===== config.mk =====
export PLATFORM = sky130hd
export DESIGN_NAME = ifu_fetch
export DESIGN_NICKNAME = d
export VERILOG_FILES = /design/src/rtl/ifu_fetch.sv
export SDC_FILE = /design/constraint.sdc
export NUM_CORES = 1
export LEC_CHECK = 0
export CAP_MARGIN = 5
export CORE_MARGIN = 2
export CORE_UTILIZATION = 35
export DETAILED_ROUTE_END_ITERATION = 6
export GPL_ROUTABILITY_DRIVEN = 0
export PLACE_DENSITY_LB_ADDON = 0.12
export SETUP_SLACK_MARGIN = 0.05
export SLEW_MARGIN = 5
export SYNTH_ARGS = -nofsm -noshare
export SYNTH_HDL_FRONTEND = slang
export SYNTH_SLANG_ARGS = --single-unit

===== constraint.sdc =====
create_clock -name clk -period 5.3 [get_ports clk]
set_clock_uncertainty 0.1 [all_clocks]
set_input_delay 0.795 -clock clk [delete_from_list [all_inputs] [get_ports clk]]
set_output_delay 0.795 -clock clk [all_outputs]
set_load 0.01 [all_outputs]

===== src/rtl/ifu_fetch.sv =====
// -----------------------------------------------------------------------------
// ifu_fetch
//   Multi-cycle instruction fetch unit. It owns the program counter (pc) and
//   the instruction register (ir), and fetches one word at a time from
//   instruction memory over a req/ack handshake. The latched instruction is
//   presented to the control decoder and the datapath. When the datapath
//   signals completion, the decoder's NPCOp selects the next pc.
//
//   Sequence: IDLE -> FETCH -> EXEC -> FETCH -> ...
//   There is no prefetch. A new fetch starts the cycle after exec_done.
//
// Ports
//   clk          rising-edge system clock
//   rst          asynchronous reset, active low
//   im_req       fetch request, high throughout FETCH
//   im_addr      fetch address, always equal to pc
//   im_ack       memory returns im_rdata this cycle
//   im_rdata     instruction word, captured on im_req && im_ack
//   instr_valid  ir holds an instruction awaiting execution (EXEC)
//   exec_done    datapath finished the instruction; advance pc
//   NPCOp        next-pc select: 00 pc+4, 01 branch, 10 jump, 11 jr
//   ra_in        register target used by jr
//   ir           latched instruction word
//   OP, Funct    ir[31:26] and ir[5:0]
//   pc           address of the instruction in ir
//   pc_plus4     pc + 4, the link value for jal
// -----------------------------------------------------------------------------
module ifu_fetch #(
  parameter logic [31:0] RESET_PC = 32'h0000_3000
) (
  input  logic        clk,
  input  logic        rst,
  output logic        im_req,
  output logic [31:0] im_addr,
  input  logic        im_ack,
  input  logic [31:0] im_rdata,
  output logic        instr_valid,
  input  logic        exec_done,
  input  logic [1:0]  NPCOp,
  input  logic [31:0] ra_in,
  output logic [31:0] ir,
  output logic [5:0]  OP,
  output logic [5:0]  Funct,
  output logic [31:0] pc,
  output logic [31:0] pc_plus4
);

  typedef enum logic [1:0] {
    S_IDLE  = 2'd0,
    S_FETCH = 2'd1,
    S_EXEC  = 2'd2
  } state_e;

  state_e      state_q, state_d;
  logic [31:0] pc_q, pc_d;
  logic [31:0] ir_q, ir_d;
  logic [31:0] pc_plus4_s;
  logic [31:0] br_off_s;
  logic [31:0] npc_s;

  assign pc_plus4_s = pc_q + 32'd4;
  // The branch offset is a sign-extended word offset, scaled to bytes.
  assign br_off_s   = {{14{ir_q[15]}}, ir_q[15:0], 2'b00};

  // Next-pc selection from the decoder's NPCOp.
  always_comb begin
    npc_s = pc_plus4_s;
    case (NPCOp)
      2'b00:   npc_s = pc_plus4_s;
      2'b01:   npc_s = pc_plus4_s + br_off_s;
      2'b10:   npc_s = {pc_plus4_s[31:28], ir_q[25:0], 2'b00};
      2'b11:   npc_s = ra_in & 32'hFFFF_FFFC;
      default: npc_s = pc_plus4_s;
    endcase
  end

  // FSM next-state logic and pc/ir update decisions.
  always_comb begin
    state_d = state_q;
    pc_d    = pc_q;
    ir_d    = ir_q;
    case (state_q)
      S_IDLE: begin
        state_d = S_FETCH;
      end
      S_FETCH: begin
        if (im_ack) begin
          ir_d    = im_rdata;
          state_d = S_EXEC;
        end else begin
          state_d = S_FETCH;
        end
      end
      S_EXEC: begin
        if (exec_done) begin
          // Clear the low bits so that the next pc stays word aligned.
          pc_d    = npc_s & 32'hFFFF_FFFC;
          state_d = S_FETCH;
        end else begin
          state_d = S_EXEC;
        end
      end
      default: begin
        state_d = S_IDLE;
      end
    endcase
  end

  // State, pc and ir registers. The reset abandons any fetch or exec at once.
  always_ff @(posedge clk or negedge rst) begin
    if (!rst) begin
      state_q <= S_IDLE;
      pc_q    <= RESET_PC;
      ir_q    <= 32'h0000_0000;
    end else begin
      state_q <= state_d;
      pc_q    <= pc_d;
      ir_q    <= ir_d;
    end
  end

  // im_req and instr_valid are Moore outputs, decoded from the state register only.
  assign im_req      = (state_q == S_FETCH);
  assign instr_valid = (state_q == S_EXEC);
  assign im_addr     = pc_q;
  assign pc          = pc_q;
  assign pc_plus4    = pc_plus4_s;
  assign ir          = ir_q;
  assign OP          = ir_q[31:26];
  assign Funct       = ir_q[5:0];

endmodule

== Word-level counts from Yosys, hierarchy flattened ==
Index checks and enable logic that the tools add are counted.
Word-level totals
  register bits: 64
  latch bits: 0
  bits in writable memories: 0
  memory bits (read-only): 0
  bits of input ports: 70
  output and inout port bits: 142
  word-level logic and storage cells: 18
  memories kept: 0
Operators by class
  add/subtract/negate cells: 2
  $mul: 0
  div/mod/pow operators: 0
  magnitude comparators: 0
  eq/ne operators: 5
  shift operators: 0
  multiplexer cells: 4
  bitwise operators: 0
  reductions and logical operators: 4
Operators with widths (count)
  32-bit one-hot mux with 4 select lines: 1
  32-bit by 3-bit adder with 32-bit output, second input constant: 1
  32-bit adder: 1
  2-bit == test, second input constant: 3
  2-bit one-hot mux with 3 select lines: 1
  2-bit by 1-bit == test with 1-bit output, second input constant: 2
  2-bit zero test: 2
  2-bit 2-to-1 mux: 2
  2-bit AND reduction: 2

== Logic depth before layout (Yosys ltp) ==
Gate-level depths: netlist (run 1).
  depth after elaboration: 3
  depth in mapped cells: 15
  gate-level depth less buffers: 14

== Least setup slack after synthesis (run 1) ==
Ideal clock, no wire load.
  path type: reg2reg
  from: reg pc_q[2] (netlist: im_addr[2])
  to: reg pc_q[22] (netlist: im_addr[22])
  setup time: 0.125 ns
  arrival time: 3.823 ns
  data required time: 5.075 ns
  path slack: 1.252 ns
  cell stages (with the launch flop): 15
  path buffers: 1
  clock period less this slack: 4.048 ns
  path through: dfrtp_1 -> ha_1 -> nand2_1 -> nor4_4 -> nand3_1 -> xnor2_1 -> ha_1 -> clkbuf_1 -> and3_1 -> nand4_1 -> a2111oi_1 -> nor2_1 -> xnor2_1 -> mux4_2 -> mux2_2
On the way
  cells in the longest elaborated chain, start to end: 3
RTL lines
  from (decl): RTL line 55  | logic [31:0] pc_q, pc_d;
  from (signal assigned): RTL line 117  | pc_q <= pc_d;
  32-bit by 3-bit adder with 32-bit output: RTL line 61  | assign pc_plus4_s = pc_q + 32'd4;
  net pc_plus4[16]: RTL line 45  | output logic [31:0] pc_plus4
  32-bit adder: RTL line 70  | 2'b01: npc_s = pc_plus4_s + br_off_s;
  32-bit one-hot mux with 4 select lines: RTL line 68  | case (NPCOp)
The timed path passes the listed nets, and every way through them passes these cells.
A chain may end at the register's enable or synchronous reset.

== Final worst setup path (run 1) ==
  from: reg pc_q[3] (netlist: im_addr[3])
  to: reg pc_q[22] (netlist: im_addr[22])
On the way
  cells in the longest elaborated chain, start to end: 3
RTL lines (RTL line)
  32-bit by 3-bit adder with 32-bit output *: 61
  32-bit adder: 70
  32-bit one-hot mux with 4 select lines *: 68
Every way passes the cells marked *; elsewhere a longest branch is shown, timed or not.

==> results.json, run 1 <==
{
  "irDropWorstVdd_uv": 293,
  "finalNetCount": 861,
  "cts.clk_slew.worst_paths_ps": 60,
  "period_needed_ps": 4650,
  "hold_class": "flop to flop",
  "ys.flop_type": "dfrtp_1",
  "synth.distinct_cells": 64,
  "instances_no_fill": 976,
  "drt_pass1_iterations": 5,
  "tightest_slew_ps": 879,
  "io_pins": 212,
  "power.leakage_uw": 0.00328,
  "avgSynthCellArea_sq_um": 9.42,
  "dpl.cell_count": 960,
  "synth_largest_area_cell": "dfrtp_1",
  "antenna_found_initial": 1,
  "grt_pass1_vias": 5234,
  "grt_max_degree": 65,
  "worstSetupStartpointType": "flop",
  "nFillCells": 1442,
  "fp.coreArea_sq_um": 15800,
  "syn_area_sq_um": 5630,
  "die_h_microns": 131,
  "clock_latency_ps": 340,
  "outcome": "finished clean",
  "finalSetupTns_ps": 0,
  "final_util_pct": 49.8,
  "critical_path_class": "flop to flop",
  "cts_buffers": 9,
  "synth-edff-count": 0,
  "dp_worst_setup_slack_ps": 727,
  "yosys.area.top_type_share_pct": 27.5,
  "setup_slack_ps": 653,
  "ys_warn_count": 0,
  "avgViaCountPerCell": 5.36,
  "antenna_left": 0,
  "period_share_pct": 87.7,
  "drv_slew": 0,
  "start_util_pct": 35.6,
  "root_buffer": "clkbuf_16",
  "crit_fanout": 8,
  "htreeDepth": 3,
  "die_x_microns": 131,
  "post_route_cells_drive_above_1_share_pct": 12.9,
  "crit_path_end_kind": "flop",
  "clock_sinks": 64,
  "max_freq_mhz": 215,
  "drtIter0Drc": 244,
  "whs_path_depth": 1,
  "power_density_nw_per_um2": 704,
  "crit_arrival_ps": 4770,
  "post_cts_buffers": 0,
  "fp.dieArea_sq_um": 17100,
  "wl_mm": 17.8,
  "cp.required_ps": 5430,
  "synth_seq_cells": 64,
  "rr_worst_depth": 13,
  "finalSetupViolCount": 0,
  "cts_resized": 0,
  "syn_inst": 598,
  "portBuffers": 203,
  "syn2layout_area_growth_pct": 39.8,
  "antenna_cells": 0,
  "finalHoldViolations": 0,
  "grt_usage_pct": 20.9,
  "grt_setup_unrepaired": "no",
  "slew_headroom_pct": 41.3,
  "clockBufferDepth": 2,
  "grt-ovfl-total": 0,
  "maxCapViolCount": 0,
  "async_flop_share_pct": 100,
  "vias": 5229,
  "fp-row-count": 46,
  "tritoncts": "yes",
  "wl_per_cell_microns": 18.2,
  "synth_area_leaders": "dfrtp_1 28%, mux2_2 8.0%, ha_1 7.8%",
  "ys_seq_area_share_pct": 28.5,
  "dp_hpwl_mm": 13.3,
  "grt_first_pass_wirelength_mm": 27.5,
  "holdBufCountCts": 0,
  "drc_errors": 0
}
## routing by layer
| layer | global-route usage [%] | part of all wire, % | up-vias |
|---|---|---|---|
| met5 | 0 | 0.073 | - |
| met4 | 4.88 | 1.1 | 2 |
| met3 | 4.64 | 6.0 | 21 |
| met2 | 35.9 | 49 | 185 |
| met1 | 26.9 | 44 | 2564 |
| li1 | - | - | 2457 |
## layout by cell type, fill, tap and decap left out, types with 6 or more instances in the layout
cell type / n
inv_1: 10
mux2_2: 40
ha_1: 35
nand2_1: 72
o21ai_0: 26
nand4_1: 9
buf_4: 6
clkdlybuf4s50_1: 201
nor2_1: 28
a21o_1: 14
a21oi_1: 33
xnor2_1: 37
mux4_2: 16
nand3_1: 20
o221ai_1: 7
xor2_1: 12
and4_1: 10
dfrtp_1: 62
o21a_1: 9
clkbuf_16: 9
mux2i_1: 12
conb_1: 6
## flip-flops by register name, indices dropped and copies added, names as in the netlist
name	count
im_addr	30
ir	32
state_q	2
## final timing paths
check                                        from                 endpoint  slack, ps
max                        im_addr[3]$_DFFE_PN0P_  im_addr[22]$_DFFE_PN0P_        650
min reg2reg                  state_q[1]$_DFF_PN0_     state_q[0]$_DFF_PN0_        390
min                          state_q[1]$_DFF_PN0_     state_q[0]$_DFF_PN0_        390
max reg2reg                im_addr[3]$_DFFE_PN0P_  im_addr[22]$_DFFE_PN0P_        650
max in group asynchronous                     rst       ir[18]$_DFFE_PN0P_       3980
min in group asynchronous                     rst        ir[8]$_DFFE_PN0P_        560
## stage by stage
stage | cell area, sq um | power [uW] | hold WS (ps)
after floorplan | 5650 | 3500 | 351
after global placement | 7550 | 4820 | 370
after detailed placement | 7550 | 4860 | 389
after CTS | 7880 | 5580 | 397
after global routing | 7880 | 5960 | 436
final | 7880 | 5550 | 388
## power breakdown
| group | internal [uW] | total [uW] | leakage [uW] | switching, uW |
|---|---|---|---|---|
| logic | 2010 | 3790 | 0.00234 | 1780 |
| clock network | 427 | 670 | 0.000163 | 243 |
| registers | 728 | 1090 | 0.000769 | 358 |
## logic make-up after synthesis
group	after synthesis	synth area share [%]
and+or+nand+nor	171	15.2
AOI/OAI and AO/OA	128	15.1
buffers and inverters	80	8.68
muxes	69	16.8
DFF	64	28.5
xor gates and xnor gates	49	7.62
adders and majority gates	36	8.13
other	1	0.0666
## cell type report
type                    instances  area [sq um]  share of cell area, %
multi-input cells             459          3560                   45.2
repair buffers                209          2070                   26.2
flip-flops and latches         64          1600                   20.4
well taps                     216           270                   3.43
clock buffers                  10           239                   3.03
clock inverters                 6          91.3                   1.16
inverters                      12          45.0                  0.572
## Yosys cell counts, drive strengths merged, types with 5 or more instances
library cell / n
nand2: 72
dfrtp: 62
buf: 58
mux2: 41
xnor2: 37
ha: 35
a21oi: 33
nor2: 30
o21ai: 27
nand3: 20
mux4: 16
a21o: 14
mux2i: 12
xor2: 12
inv: 11
and4: 10
clkbuf: 10
nand4: 10
o21a: 9
o221ai: 7
and3: 5
nor3: 5
o22ai: 5
## worst max-delay path: stages (launching register included)
cell and delay (ps):
dfrtp_1 450, ha_1 290, nand2_1 180, nor4_4 570
nand3_1 160, xnor2_1 190, ha_1 420, and3_1 240
nand4_1 120, a2111oi_1 770, nor2_1 140, xnor2_1 160
mux4_2 450, mux2_2 270
(Power assumes the default switching activity.)
==> run 2, diff against run 1 <==
--- a/config.mk
+++ b/config.mk
@@ -10,6 +10,7 @@
 export CORE_UTILIZATION = 35
 export DETAILED_ROUTE_END_ITERATION = 6
 export GPL_ROUTABILITY_DRIVEN = 0
+export MAX_ROUTING_LAYER = met4
 export PLACE_DENSITY_LB_ADDON = 0.12
 export SETUP_SLACK_MARGIN = 0.05
 export SLEW_MARGIN = 5
==> constraint.sdc (replaced) <==
create_clock -name clk -period 5.12 [get_ports clk]
set_clock_uncertainty 0.1 [all_clocks]
set_input_delay 0.768 -clock clk [delete_from_list [all_inputs] [get_ports clk]]
set_output_delay 0.768 -clock clk [all_outputs]
set_load 0.01 [all_outputs]
==> run 2 against run 1 <==
Combinational power rose by 4%. Largest cell class unchanged. Maximum frequency is 1.7% lower. Total power is 1.7% higher.
==> results.json, run 2 (synthesized netlist as in run 1, its figures left out) <==
{
  "die_h_microns": 131,
  "root_buffer": "clkbuf_16",
  "dp_hpwl_mm": 13.5,
  "worstSetupStartpointType": "flop",
  "start_util_pct": 35.6,
  "grt_max_degree": 41,
  "grt_first_pass_wirelength_mm": 27.8,
  "dp_worst_setup_slack_ps": 439,
  "fp.coreArea_sq_um": 15800,
  "wl_per_cell_microns": 18.4,
  "setup_slack_ps": 391,
  "avgViaCountPerCell": 5.29,
  "clock_latency_ps": 350,
  "finalSetupViolCount": 0,
  "startpoint": "im_addr[3]$_DFFE_PN0P_",
  "cts.clk_slew.worst_paths_ps": 60,
  "antenna_cells": 0,
  "fp-row-count": 46,
  "period_share_pct": 92.4,
  "clock_sinks": 64,
  "finalHoldViolations": 0,
  "drt_pass1_iterations": 4,
  "antenna_found_initial": 0,
  "finalNetCount": 861,
  "irDropWorstVdd_uv": 330,
  "crit_path_end_kind": "flop",
  "crit_fanout": 8,
  "crit_arrival_ps": 4860,
  "portBuffers": 203,
  "io_pins": 212,
  "holdBufCountCts": 0,
  "cp.required_ps": 5250,
  "power_density_nw_per_um2": 721,
  "largest_register_ffs": 32,
  "post_route_cells_drive_above_1_share_pct": 12.9,
  "cts_resized": 0,
  "layout_commonest_cell": "clkdlybuf4s50_1",
  "tightest_slew_ps": 1010,
  "critical_path_class": "flop to flop",
  "grt-ovfl-total": 0,
  "power.leakage_uw": 0.00325,
  "clockBufferDepth": 2,
  "cts_buffers": 9,
  "die_x_microns": 131,
  "grt_usage_pct": 21.8,
  "antenna_left": 0,
  "grt_setup_unrepaired": "no",
  "drc_errors": 0,
  "syn2layout_area_growth_pct": 38.8,
  "drtIter0Drc": 299,
  "slew_headroom_pct": 32.9,
  "final_cell_mix": "201 x clkdlybuf4s50_1, 72 x nand2_1, 62 x dfrtp_1, 40 x mux2_2, 37 x xnor2_1",
  "vias": 5166,
  "tritoncts": "yes",
  "max_freq_mhz": 211,
  "htreeDepth": 3,
  "reg2reg_from": "im_addr[3]$_DFFE_PN0P_",
  "maxCapViolCount": 0,
  "fp.dieArea_sq_um": 17100,
  "finalSetupTns_ps": 0,
  "post_cts_buffers": 0,
  "hold_class": "primary input to asynchronous set/reset pin",
  "wl_mm": 18.0,
  "grt_pass1_vias": 5240,
  "outcome": "finished clean",
  "period_needed_ps": 4730,
  "drv_slew": 0
}
[run 2: changes by cell type in the layout (fill, tap and decap cells not counted), sizes merged]
cell      change
clkinv        +3
bufinv        -2
clkbuf        -1
clkinvlp      +1
inv           -1
[run 2: path summary, 6_finish.rpt]
| path | end | slack, ps | depth (start not counted) |
|---|---|---|---|
| min reg2reg | state_q[0]$_DFF_PN0_ | 400 | 1 |
| min in group clk | state_q[0]$_DFF_PN0_ | 400 | 1 |
| max reg2reg | im_addr[22]$_DFFE_PN0P_ | 390 | 13 |
| max in group asynchronous | ir[30]$_DFFE_PN0P_ | 3590 | 2 |
| min | im_addr[8]$_DFFE_PN0P_ | 340 | 1 |
| max | im_addr[22]$_DFFE_PN0P_ | 390 | 13 |
[run 2: metal layers]
layer	wire length [microns]	GRT usage (%)
met2	8720	35.8
met5	0	-
met4	227	5.38
met3	878	4.40
met1	8150	27.9
[run 2: metrics by stage]
| step | instance area (sq um) | power, uW | cells | hold slack (ps) | util [%] |
|---|---|---|---|---|---|
| 2_1_floorplan | 5650 | 3620 | 603 | 351 | - |
| 3_3_place_gp | 7550 | 4990 | 960 | 370 | 47.7 |
| 3_5_place_dp | 7550 | 5040 | 960 | 391 | 47.7 |
| 4_1_cts | 7820 | 5670 | 976 | 356 | 49.4 |
| 5_1_grt | 7820 | 6080 | 976 | 390 | 49.4 |
| 6_report | 7820 | 5640 | 976 | 336 | 49.4 |
[run 2: final cells by class]
cell class | count | area [sq um]
Multi-Input combinational cell | 459 | 3560
Timing Repair Buffer | 209 | 2070
Clock buffer | 9 | 225
Clock inverter | 7 | 48.8
Sequential cell | 64 | 1600
Fill cell | 1490 | 8010
Inverter | 12 | 45.0
Tap cell | 216 | 270
[run 2: power breakdown]
| part | switching (uW) | internal, uW | leakage [uW] |
|---|---|---|---|
| logic | 1850 | 2080 | 0.00234 |
| registers | 375 | 753 | 0.000769 |
| clock network | 256 | 327 | 0.000135 |
| total | 2480 | 3160 | 0.00325 |
[run 2: critical path, cell delays in order (launching register included)]
cell	delay, ps
dfrtp_1	440
ha_1	270
nand2_1	170
nor4_4	620
nand3_1	180
xnor2_1	200
ha_1	430
and3_1	230
nand4_1	120
a2111oi_1	810
nor2_1	150
xnor2_1	170
mux4_2	450
mux2_2	270
==> run 3, diff against run 2 <==
--- a/config.mk
+++ b/config.mk
@@ -12,6 +12,7 @@
 export GPL_ROUTABILITY_DRIVEN = 0
 export MAX_ROUTING_LAYER = met4
 export PLACE_DENSITY_LB_ADDON = 0.12
+export RECOVER_POWER = 25
 export SETUP_SLACK_MARGIN = 0.05
 export SLEW_MARGIN = 5
 export SYNTH_ARGS = -nofsm -noshare
==> constraint.sdc (replaced) <==
create_clock -name clk -period 4.6 [get_ports clk]
set_clock_uncertainty 0.1 [all_clocks]
set_input_delay 0.69 -clock clk [delete_from_list [all_inputs] [get_ports clk]]
set_output_delay 0.69 -clock clk [all_outputs]
set_load 0.01 [all_outputs]
==> run 3 against run 2 <==
The run now ends with max-capacitance violations, max-slew violations left. Critical path depth stayed put. Via count is 1.1% higher. Worst hold slack better by 64 ps.
==> results.json, run 3 (synthesized netlist as in run 1, its figures left out) <==
{
  "grt_usage_pct": 22.1,
  "clock_sinks": 64,
  "hold_class": "flop to flop",
  "cts_buffers": 9,
  "worstSetupStartpointType": "flop",
  "fp.coreArea_sq_um": 15800,
  "antenna_left": 0,
  "syn2layout_area_growth_pct": 40.8,
  "final_cell_mix": "199 x clkdlybuf4s50_1, 72 x nand2_1, 62 x dfrtp_1, 40 x mux2_2, 37 x xnor2_1",
  "vias": 5221,
  "final_util_pct": 50.1,
  "outcome": "finished, violations left",
  "tightest_slew_ps": 2170,
  "portBuffers": 203,
  "fp-row-count": 46,
  "largest_register_ffs": 32,
  "wl_mm": 17.9,
  "drtIter0Drc": 231,
  "root_buffer": "clkbuf_16",
  "holdBufCountCts": 0,
  "tritoncts": "yes",
  "crit_path_end_kind": "flop",
  "power.leakage_uw": 0.00330,
  "avgViaCountPerCell": 5.30,
  "max_freq_mhz": 236,
  "cp.required_ps": 4730,
  "irDropWorstVdd_uv": 426,
  "grt_first_pass_wirelength_mm": 28.3,
  "htreeDepth": 3,
  "period_share_pct": 92.2,
  "violations": "max-capacitance violations, max-slew violations",
  "antenna_cells": 0,
  "finalHoldViolations": 0,
  "critical_path_class": "flop to flop",
  "period_needed_ps": 4240,
  "fp.dieArea_sq_um": 17100,
  "drv_slew": 67,
  "crit_arrival_ps": 4370,
  "drt_pass1_iterations": 5,
  "power_density_nw_per_um2": 808,
  "io_pins": 212,
  "start_util_pct": 35.6,
  "clockBufferDepth": 2,
  "antenna_found_initial": 0,
  "grt-ovfl-total": 0,
  "grt_max_degree": 37,
  "finalSetupViolCount": 0,
  "finalNetCount": 870,
  "grt_pass1_vias": 5382,
  "drc_errors": 0,
  "post_route_cells_drive_above_1_share_pct": 13.7,
  "slew_headroom_pct": -44.5,
  "crit_fanout": 7,
  "die_x_microns": 131,
  "wl_per_cell_microns": 18.2,
  "layout_commonest_cell": "clkdlybuf4s50_1",
  "finalSetupTns_ps": 0,
  "clock_latency_ps": 350,
  "dp_hpwl_mm": 13.5,
  "maxCapViolCount": 2,
  "cts.clk_slew.worst_paths_ps": 60,
  "grt_setup_unrepaired": "no",
  "nFillCells": 1459,
  "die_h_microns": 131
}
==> run 3: changes by cell type in the layout (fill, tap and decap cells not counted), sizes merged <==
| cell | previous run | this run |
|---|---|---|
| clkinvlp | 1 | 3 |
| clkinv | 7 | 3 |
| clkbuf | 9 | 11 |
| clkdlybuf4s50 | 201 | 199 |
| buf | 8 | 15 |
| bufinv | 0 | 2 |
| dlygate4sd3 | 0 | 2 |
==> run 3: metrics by stage <==
stage / setup slack [ps] / hold WS (ps) / instances / area, sq um / power (uW)
final: 357 / 400 / 985 / 7930 / 6410
after CTS: 218 / 312 / 983 / 7920 / 6440
after global placement: 356 / 370 / 967 / 7600 / 5570
after global routing: 87.9 / 426 / 985 / 7930 / 6900
after detailed placement: 281 / 399 / 967 / 7600 / 5630
after floorplan: 552 / 294 / 603 / 5650 / 4030
==> run 3: critical path, stage by stage (launching register included) <==
cell and delay (ps):
dfrtp_1 480, nand3_1 310, nor4_4 570, nand2_1 200
xnor2_1 180, ha_1 420, and3_1 230, nand4_1 130
a2111oi_1 380, buf_4 200, nor2_1 50, xnor2_1 140
mux4_2 450, mux2_2 270
==> run 3: timing repair <==
action | in CTS | in global routing
endpoints found under the setup margin | 0 | 2
resized for setup | 0 | 0
hold endpoints to repair | 0 | 0
buffers inserted | 0 | 2
==> run 3: worst paths after layout <==
check                                       startpoint                 endpoint  slack (ps)  cells after the start
worst max-delay path            im_addr[4]$_DFFE_PN0P_  im_addr[22]$_DFFE_PN0P_         360                     13
worst min-delay path              state_q[1]$_DFF_PN0_     state_q[0]$_DFF_PN0_         400                      1
worst max register to register  im_addr[4]$_DFFE_PN0P_  im_addr[22]$_DFFE_PN0P_         360                     13
worst min register to register    state_q[1]$_DFF_PN0_     state_q[0]$_DFF_PN0_         400                      1
max in group asynchronous                          rst   im_addr[6]$_DFFE_PN0P_         940                      2
min in group asynchronous                          rst   im_addr[8]$_DFFE_PN0P_         680                      1
==> run 3: area by class of cell <==
type	instances	area (sq um)	share of cell area [%]
clock buffers	9	225	2.84
clock inverters	7	96.3	1.21
inverters	12	45.0	0.568
multi-input cells	459	3560	44.9
flip-flops and latches	64	1600	20.2
well taps	216	270	3.41
repair buffers	218	2130	26.8
==> run 3: routing by layer <==
metal	vias up	global-route usage [%]	share of wire, %	wire length (microns)
li1	2469	-	-	-
met1	2567	28.9	45	8110
met2	169	35.8	48	8640
met3	16	3.14	5.2	941
met4	0	6.26	1.3	232
met5	-	-	0	0
==> run 3: where the power goes <==
group / total [uW] / internal, uW / switching, uW / leakage (uW)
Clock: 766 / 475 / 292 / 0.000148
Sequential: 1250 / 838 / 414 / 0.000769
Combinational: 4390 / 2340 / 2050 / 0.00239
